**config.mk**
```make
export PLATFORM = sky130hd
export DESIGN_NAME = fn_sweep_ctrl
export DESIGN_NICKNAME = d
export VERILOG_FILES = /design/src/rtl/fn_sweep_pkg.sv /design/src/rtl/fn_sweep_settle_cnt.sv /design/src/rtl/fn_sweep_ctrl.sv
export SDC_FILE = /design/constraint.sdc
export NUM_CORES = 1
export LEC_CHECK = 0
export ABC_AREA = 1
export ABC_CLOCK_PERIOD_IN_PS = 2550
export BUFFER_PORTS_ARGS = -buffer_cell sky130_fd_sc_hd__buf_2
export CELL_PAD_IN_SITES_DETAIL_PLACEMENT = 0
export CELL_PAD_IN_SITES_GLOBAL_PLACEMENT = 1
export CORE_MARGIN = 2
export CORE_UTILIZATION = 41
export CTS_CLUSTER_DIAMETER = 200
export DETAILED_ROUTE_END_ITERATION = 8
export GPL_TIMING_DRIVEN = 0
export PLACE_DENSITY_LB_ADDON = 0.1
export SETUP_SLACK_MARGIN = 0.05
export SLEW_MARGIN = 20
export SYNTH_ARGS = -nofsm -noshare
export SYNTH_HDL_FRONTEND = slang
export SYNTH_SLANG_ARGS = --single-unit
```
**constraint.sdc**
```tcl
create_clock -name clk -period 2.55 [get_ports clk]
set_input_delay 0.255 -clock clk [delete_from_list [all_inputs] [get_ports clk]]
set_output_delay 0.255 -clock clk [all_outputs]
set_load 0.02 [all_outputs]
```
**src/rtl/fn_sweep_pkg.sv**
```systemverilog
// Shared types and limits for the fn_sweep_ctrl truth-table sequencer.
package fn_sweep_pkg;

  typedef enum logic [1:0] {
    IDLE   = 2'd0,
    DRIVE  = 2'd1,
    SAMPLE = 2'd2,
    DONE   = 2'd3
  } state_t;

  localparam int unsigned N_IN_MIN   = 1;
  localparam int unsigned N_IN_MAX   = 4;
  localparam int unsigned SETTLE_MIN = 1;
  localparam int unsigned SETTLE_MAX = 15;
  // Wide enough to hold SETTLE_MAX-1.
  localparam int unsigned CNT_W      = 4;

  // Number of input combinations for an n-input function.
  function automatic int unsigned num_comb(input int unsigned n);
    return 32'd1 << n;
  endfunction

endpackage

```
**src/rtl/fn_sweep_settle_cnt.sv**
```systemverilog
// Loadable down-counter with zero flag; times how long fx_in is held.
module fn_sweep_settle_cnt #(
  parameter int unsigned W = 4
) (
  input  logic         clk,
  input  logic         rst,
  input  logic         load,
  input  logic [W-1:0] load_val,
  input  logic         dec,
  output logic         zero
);

  logic [W-1:0] cnt;

  // Load has priority over decrement; decrement saturates at zero.
  always_ff @(posedge clk) begin
    if (rst) begin
      cnt <= '0;
    end else if (load) begin
      cnt <= load_val;
    end else if (dec && (cnt != '0)) begin
      cnt <= cnt - 1'b1;
    end
  end

  assign zero = (cnt == '0);

endmodule

```
**src/rtl/fn_sweep_ctrl.sv**
```systemverilog
// Sweeps every input combination of an external combinational function,
// samples its output after a settle time, and compares the measured truth
// table with a latched expected table.
// Build option: define FN_SWEEP_EARLY_STOP_EN to end the sweep at the first
// mismatching combination.
module fn_sweep_ctrl
  import fn_sweep_pkg::*;
#(
  parameter int unsigned N_IN   = 2,
  parameter int unsigned SETTLE = 1,
  localparam int unsigned NC    = num_comb(N_IN)
) (
  input  logic            clk,
  input  logic            rst,
  input  logic            start,
  input  logic [NC-1:0]   expected,
  output logic [N_IN-1:0] fx_in,
  input  logic            fx_s,
  output logic            busy,
  output logic            done,
  output logic [NC-1:0]   tbl,
  output logic            pass,
  output logic [N_IN-1:0] fail_idx
);

  localparam logic [N_IN-1:0]  LAST_IDX  = '1;
  localparam logic [CNT_W-1:0] SETTLE_LD = CNT_W'(SETTLE - 1);

  state_t            state_q, state_d;
  logic [N_IN-1:0]   idx_q, idx_d;
  logic [NC-1:0]     exp_q;
  logic [NC-1:0]     tbl_upd;
  logic              miss_q;
  logic              mismatch;
  logic              cnt_load, cnt_dec, cnt_zero;

  fn_sweep_settle_cnt #(.W(CNT_W)) u_settle_cnt (
    .clk      (clk),
    .rst      (rst),
    .load     (cnt_load),
    .load_val (SETTLE_LD),
    .dec      (cnt_dec),
    .zero     (cnt_zero)
  );

  assign mismatch = (fx_s != exp_q[idx_q]);

  // Measured table including the bit being sampled this cycle.
  always_comb begin
    tbl_upd        = tbl;
    tbl_upd[idx_q] = fx_s;
  end

  // State register.
  always_ff @(posedge clk) begin
    if (rst) state_q <= IDLE;
    else     state_q <= state_d;
  end

  // Next state, counter control and next index.
  always_comb begin
    state_d  = state_q;
    idx_d    = idx_q;
    cnt_load = 1'b0;
    cnt_dec  = 1'b0;
    unique case (state_q)
      IDLE: begin
        if (start) begin
          state_d  = DRIVE;
          idx_d    = '0;
          cnt_load = 1'b1;
        end
      end
      DRIVE: begin
        if (cnt_zero) state_d = SAMPLE;
        else          cnt_dec = 1'b1;
      end
      SAMPLE: begin
`ifdef FN_SWEEP_EARLY_STOP_EN
        if (mismatch || (idx_q == LAST_IDX)) begin
`else
        if (idx_q == LAST_IDX) begin
`endif
          state_d = DONE;
        end else begin
          state_d  = DRIVE;
          idx_d    = idx_q + 1'b1;
          cnt_load = 1'b1;
        end
      end
      DONE:    state_d = IDLE;
      default: state_d = IDLE;
    endcase
  end

  // Status outputs decoded from the state register.
  always_comb begin
    busy = (state_q != IDLE);
    done = (state_q == DONE);
  end

  // Index, latched expectation, results and the registered fx_in drive.
  // fx_in follows the next state so it already shows idx on the first DRIVE cycle.
  always_ff @(posedge clk) begin
    if (rst) begin
      idx_q    <= '0;
      exp_q    <= '0;
      tbl      <= '0;
      pass     <= 1'b0;
      fail_idx <= '0;
      miss_q   <= 1'b0;
      fx_in    <= '0;
    end else begin
      idx_q <= idx_d;
      if ((state_d == DRIVE) || (state_d == SAMPLE)) fx_in <= idx_d;
      else                                             fx_in <= '0;
      if ((state_q == IDLE) && start) begin
        exp_q    <= expected;
        tbl      <= '0;
        pass     <= 1'b0;
        fail_idx <= '0;
        miss_q   <= 1'b0;
      end
      if (state_q == SAMPLE) begin
        tbl <= tbl_upd;
        if (mismatch && !miss_q) begin
          miss_q   <= 1'b1;
          fail_idx <= idx_q;
        end
        if (state_d == DONE) pass <= (tbl_upd == exp_q);
      end
    end
  end

endmodule

```
==> key figures <==
Route
  • M1 wire length: 1227 um
  • Routed wl met3: 126 um
  • Drt drc: 0
  • Vias per cell: 4.908
  • First-pass detailed-route iteration total: 4
  • Drt wl/cell: 11.18 um
  • Met2 WL: 1177 um
  • Post-Route WL: 2549 um
  • Top routing layer used: met4
  • Initial DRC Count: 52
  • Routed vias: 1,119
  • Final ANT Viol Nets: 0

STA
  • Minimum clock period: 1757 ps
  • Final hold slack: 140.8 ps
  • Fin. max-slew vios: 0
  • Max Clk Rate: 0.5693 GHz
  • Fin crit share: 68.89%
  • Setup violations, final: 0
  • Max-slew headroom: 67.74%
  • RSZ-0062 raised after global routing: false
  • Setup TNS: 0 ps
  • Final Skew: 9.460 ps
  • Final hold vios: 0
  • Slew @ Worst Pin: 483.9 ps

Clock tree
  • # resized after CTS: 0
  • CTS root buf: clkbuf_4
  • Clock Latency Late Sink: 310 ps
  • Sink Count: 22
  • CTS tree: built
  • Hold_buf cts: 0
  • Post CTS Setup Buffer Count: 0
  • Total CTS buffers: 3
  • Htree depth: 1
  • Max clock buf depth: 2
  • CTS clk-pin slew, worst paths: 130 ps

Global route
  • Total gr overflow: 0
  • Initial antenna violation count: 0
  • Tot GR Track Use: 16.86%
  • Vias in the first global route: 1,025
  • Pin count of the biggest net entering global routing: 13
  • First-pass GRT wire length: 4209 um

Setup path
  • Worst r2r path cells: 12
  • Critical path capture point type: register
  • CP Class: reg -> reg
  • Worst path arrival time: 1970 ps
  • Worst endpoint required time: 2760 ps
  • Critical path fanouts, max: 6
  • CP Launch Type: register

Pwr
  • Sw Pwr: 0.1830 mW
  • Switching Share: 27.86%
  • Clk network pwr share: 30.4%
  • Logic pwr share: 14.5%
  • Peak VDD IR: 0.3276 mV
  • Total internal power: 0.4738 mW
  • Pwr dens: 503.8 nW/um^2
  • Leakage: 0.6753 nW
  • Share of total power in sequential cells: 55.1%

Floorplan
  • Ports: 19
  • Initial Utilization: 42.38%
  • Die X: 56.70 um
  • Die footprint: 3214 sq um
  • Row count: 19
  • Height of the die: 56.70 um
  • Core Area: 2686 sq um

Synth
  • Synthesized instance count: 175
  • Seq cells post-synth: 22
  • Syn nets: 185
  • Mapped Area: 1139 sq um
  • Post-synthesis sequential area ratio: 38.68%
  • Synthesis Warnings: 0
  • Syn avg cell area: 6.506 sq um
  • Synth cell types: 24

Placement
  • Placed wire-length estimate: 1916 um
  • Number of buffers added on ports: 18
  • DP Cell Count: 224
  • Routability cong.: 0.8387

Final layout
  • Util after Layout: 48.53%
  • Final net count: 208
  • Antenna fix cells: 0
  • Final Non-Filler Cells: 228
  • Commonest non-fill, non-tap cells in the layout: 58 x nand2_1, 25 x inv_1, 22 x dfxtp_1
  • Share of cells above drive strength 1: 16.75%
  • Area Overhead vs Synth: 14.51%
  • Most common cell after layout, fill and taps aside: nand2_1

Job
  • Maximum Capacitance Violations: 0

Run status
  • Outcome: finished, final reports clean

Worst hold path
  • Hold path cells: 2
  • HP Class: in -> reg
## synthesized netlist by cell type
cell,number,share of area [%]
nand2_1,58,19
inv_1,25,8.2
dfxtp_1,22,39
nand3_1,14,6.2
a21oi_1,12,5.3
nor2_1,12,4.0
o21ai_0,8,3.5
nand2_2,4,2.2
nor3_1,3,1.3
ha_1,2,2.2
inv_2,2,0.66
a211oi_1,1,0.66
a21boi_0,1,0.66
a21oi_2,1,0.77
a22oi_1,1,0.66
and3b_1,1,0.77
buf_2,1,0.44
buf_6,1,0.99
clkbuf_1,1,0.33
inv_6,1,0.77
nand3_2,1,0.88
nand4_1,1,0.55
o21ai_1,1,0.44
xnor2_1,1,0.77
## power by group through the flow
stage | clock network (mW) | logic, mW | registers (mW)
floorplan | 0 | 0.0656 | 0.371
global placement | 0 | 0.0948 | 0.369
detailed placement | 0 | 0.0963 | 0.369
CTS | 0.205 | 0.0964 | 0.362
global route | 0.222 | 0.109 | 0.364
finish | 0.200 | 0.0953 | 0.362
## worst max-delay path: stages (launching register included)
cell and delay [ps]:
dfxtp_1 330, inv_1 80, ha_1 170, inv_1 60, nor3_1 180, inv_1 80, nand2_2 120, nand2_1 70
ha_1 190, inv_1 50, nor2_1 50, o21ai_0 210, a21oi_2 40
## final cells by class
type / count / area (sq um)
multi-input cells: 122 / 568.0
plain buffers: 3 / 20.02
well taps: 31 / 38.79
clock buffers: 4 / 36.28
repair buffers: 18 / 90.09
inverters: 28 / 110.1
fillers: 295 / 1383
flip-flops and latches: 22 / 440.4
## sequential cells by signal, summed over array words and instances, names as in the netlist
signal and count:
idx_q 2, pass 1, exp_q 4, tbl 4, miss_q 1, fx_in 2, fail_idx 2, state_q 2
u_settle_cnt.cnt 4
## logic make-up (layout without fill, tap and decap cells)
group                    after synthesis  in the layout  share of synthesized area [%]
adder cells (fa/ha/maj)                2              2                          2.197
buffers and inverters                 31             53                          11.43
AND/OR/NAND/NOR                       94             94                          34.94
AO/OA/AOI/OAI                         25             25                          11.98
XOR/XNOR                               1              1                         0.7694
flip-flops                            22             22                          38.68
## metal layers
| layer | global-route usage (%) | up-vias |
|---|---|---|
| met4 | 8.163 | 0 |
| met1 | 21.65 | 497 |
| li1 | - | 592 |
| met2 | 27.57 | 28 |
| met5 | 0 | - |
| met3 | 2.304 | 2 |
## path summary, 6_finish.rpt
check / slack, ps / from / endpoint
setup / recovery: 790 / u_settle_cnt.cnt[0] / pass
hold / removal: 140 / rst / miss_q
setup reg to reg: 790 / u_settle_cnt.cnt[0] / pass
hold reg to reg: 480 / u_settle_cnt.cnt[0] / u_settle_cnt.cnt[0]
## per-stage QoR
step	cell area (sq um)	setup slack, ps	power [mW]
after floorplan	1139	979.7	0.4364
after global placement	1267	839.9	0.4642
after detailed placement	1267	818.5	0.4657
after CTS	1304	795.2	0.6635
after global routing	1304	597.0	0.6949
final	1304	793.3	0.6568
No activity file was read; power rests on OpenSTA's default activity.
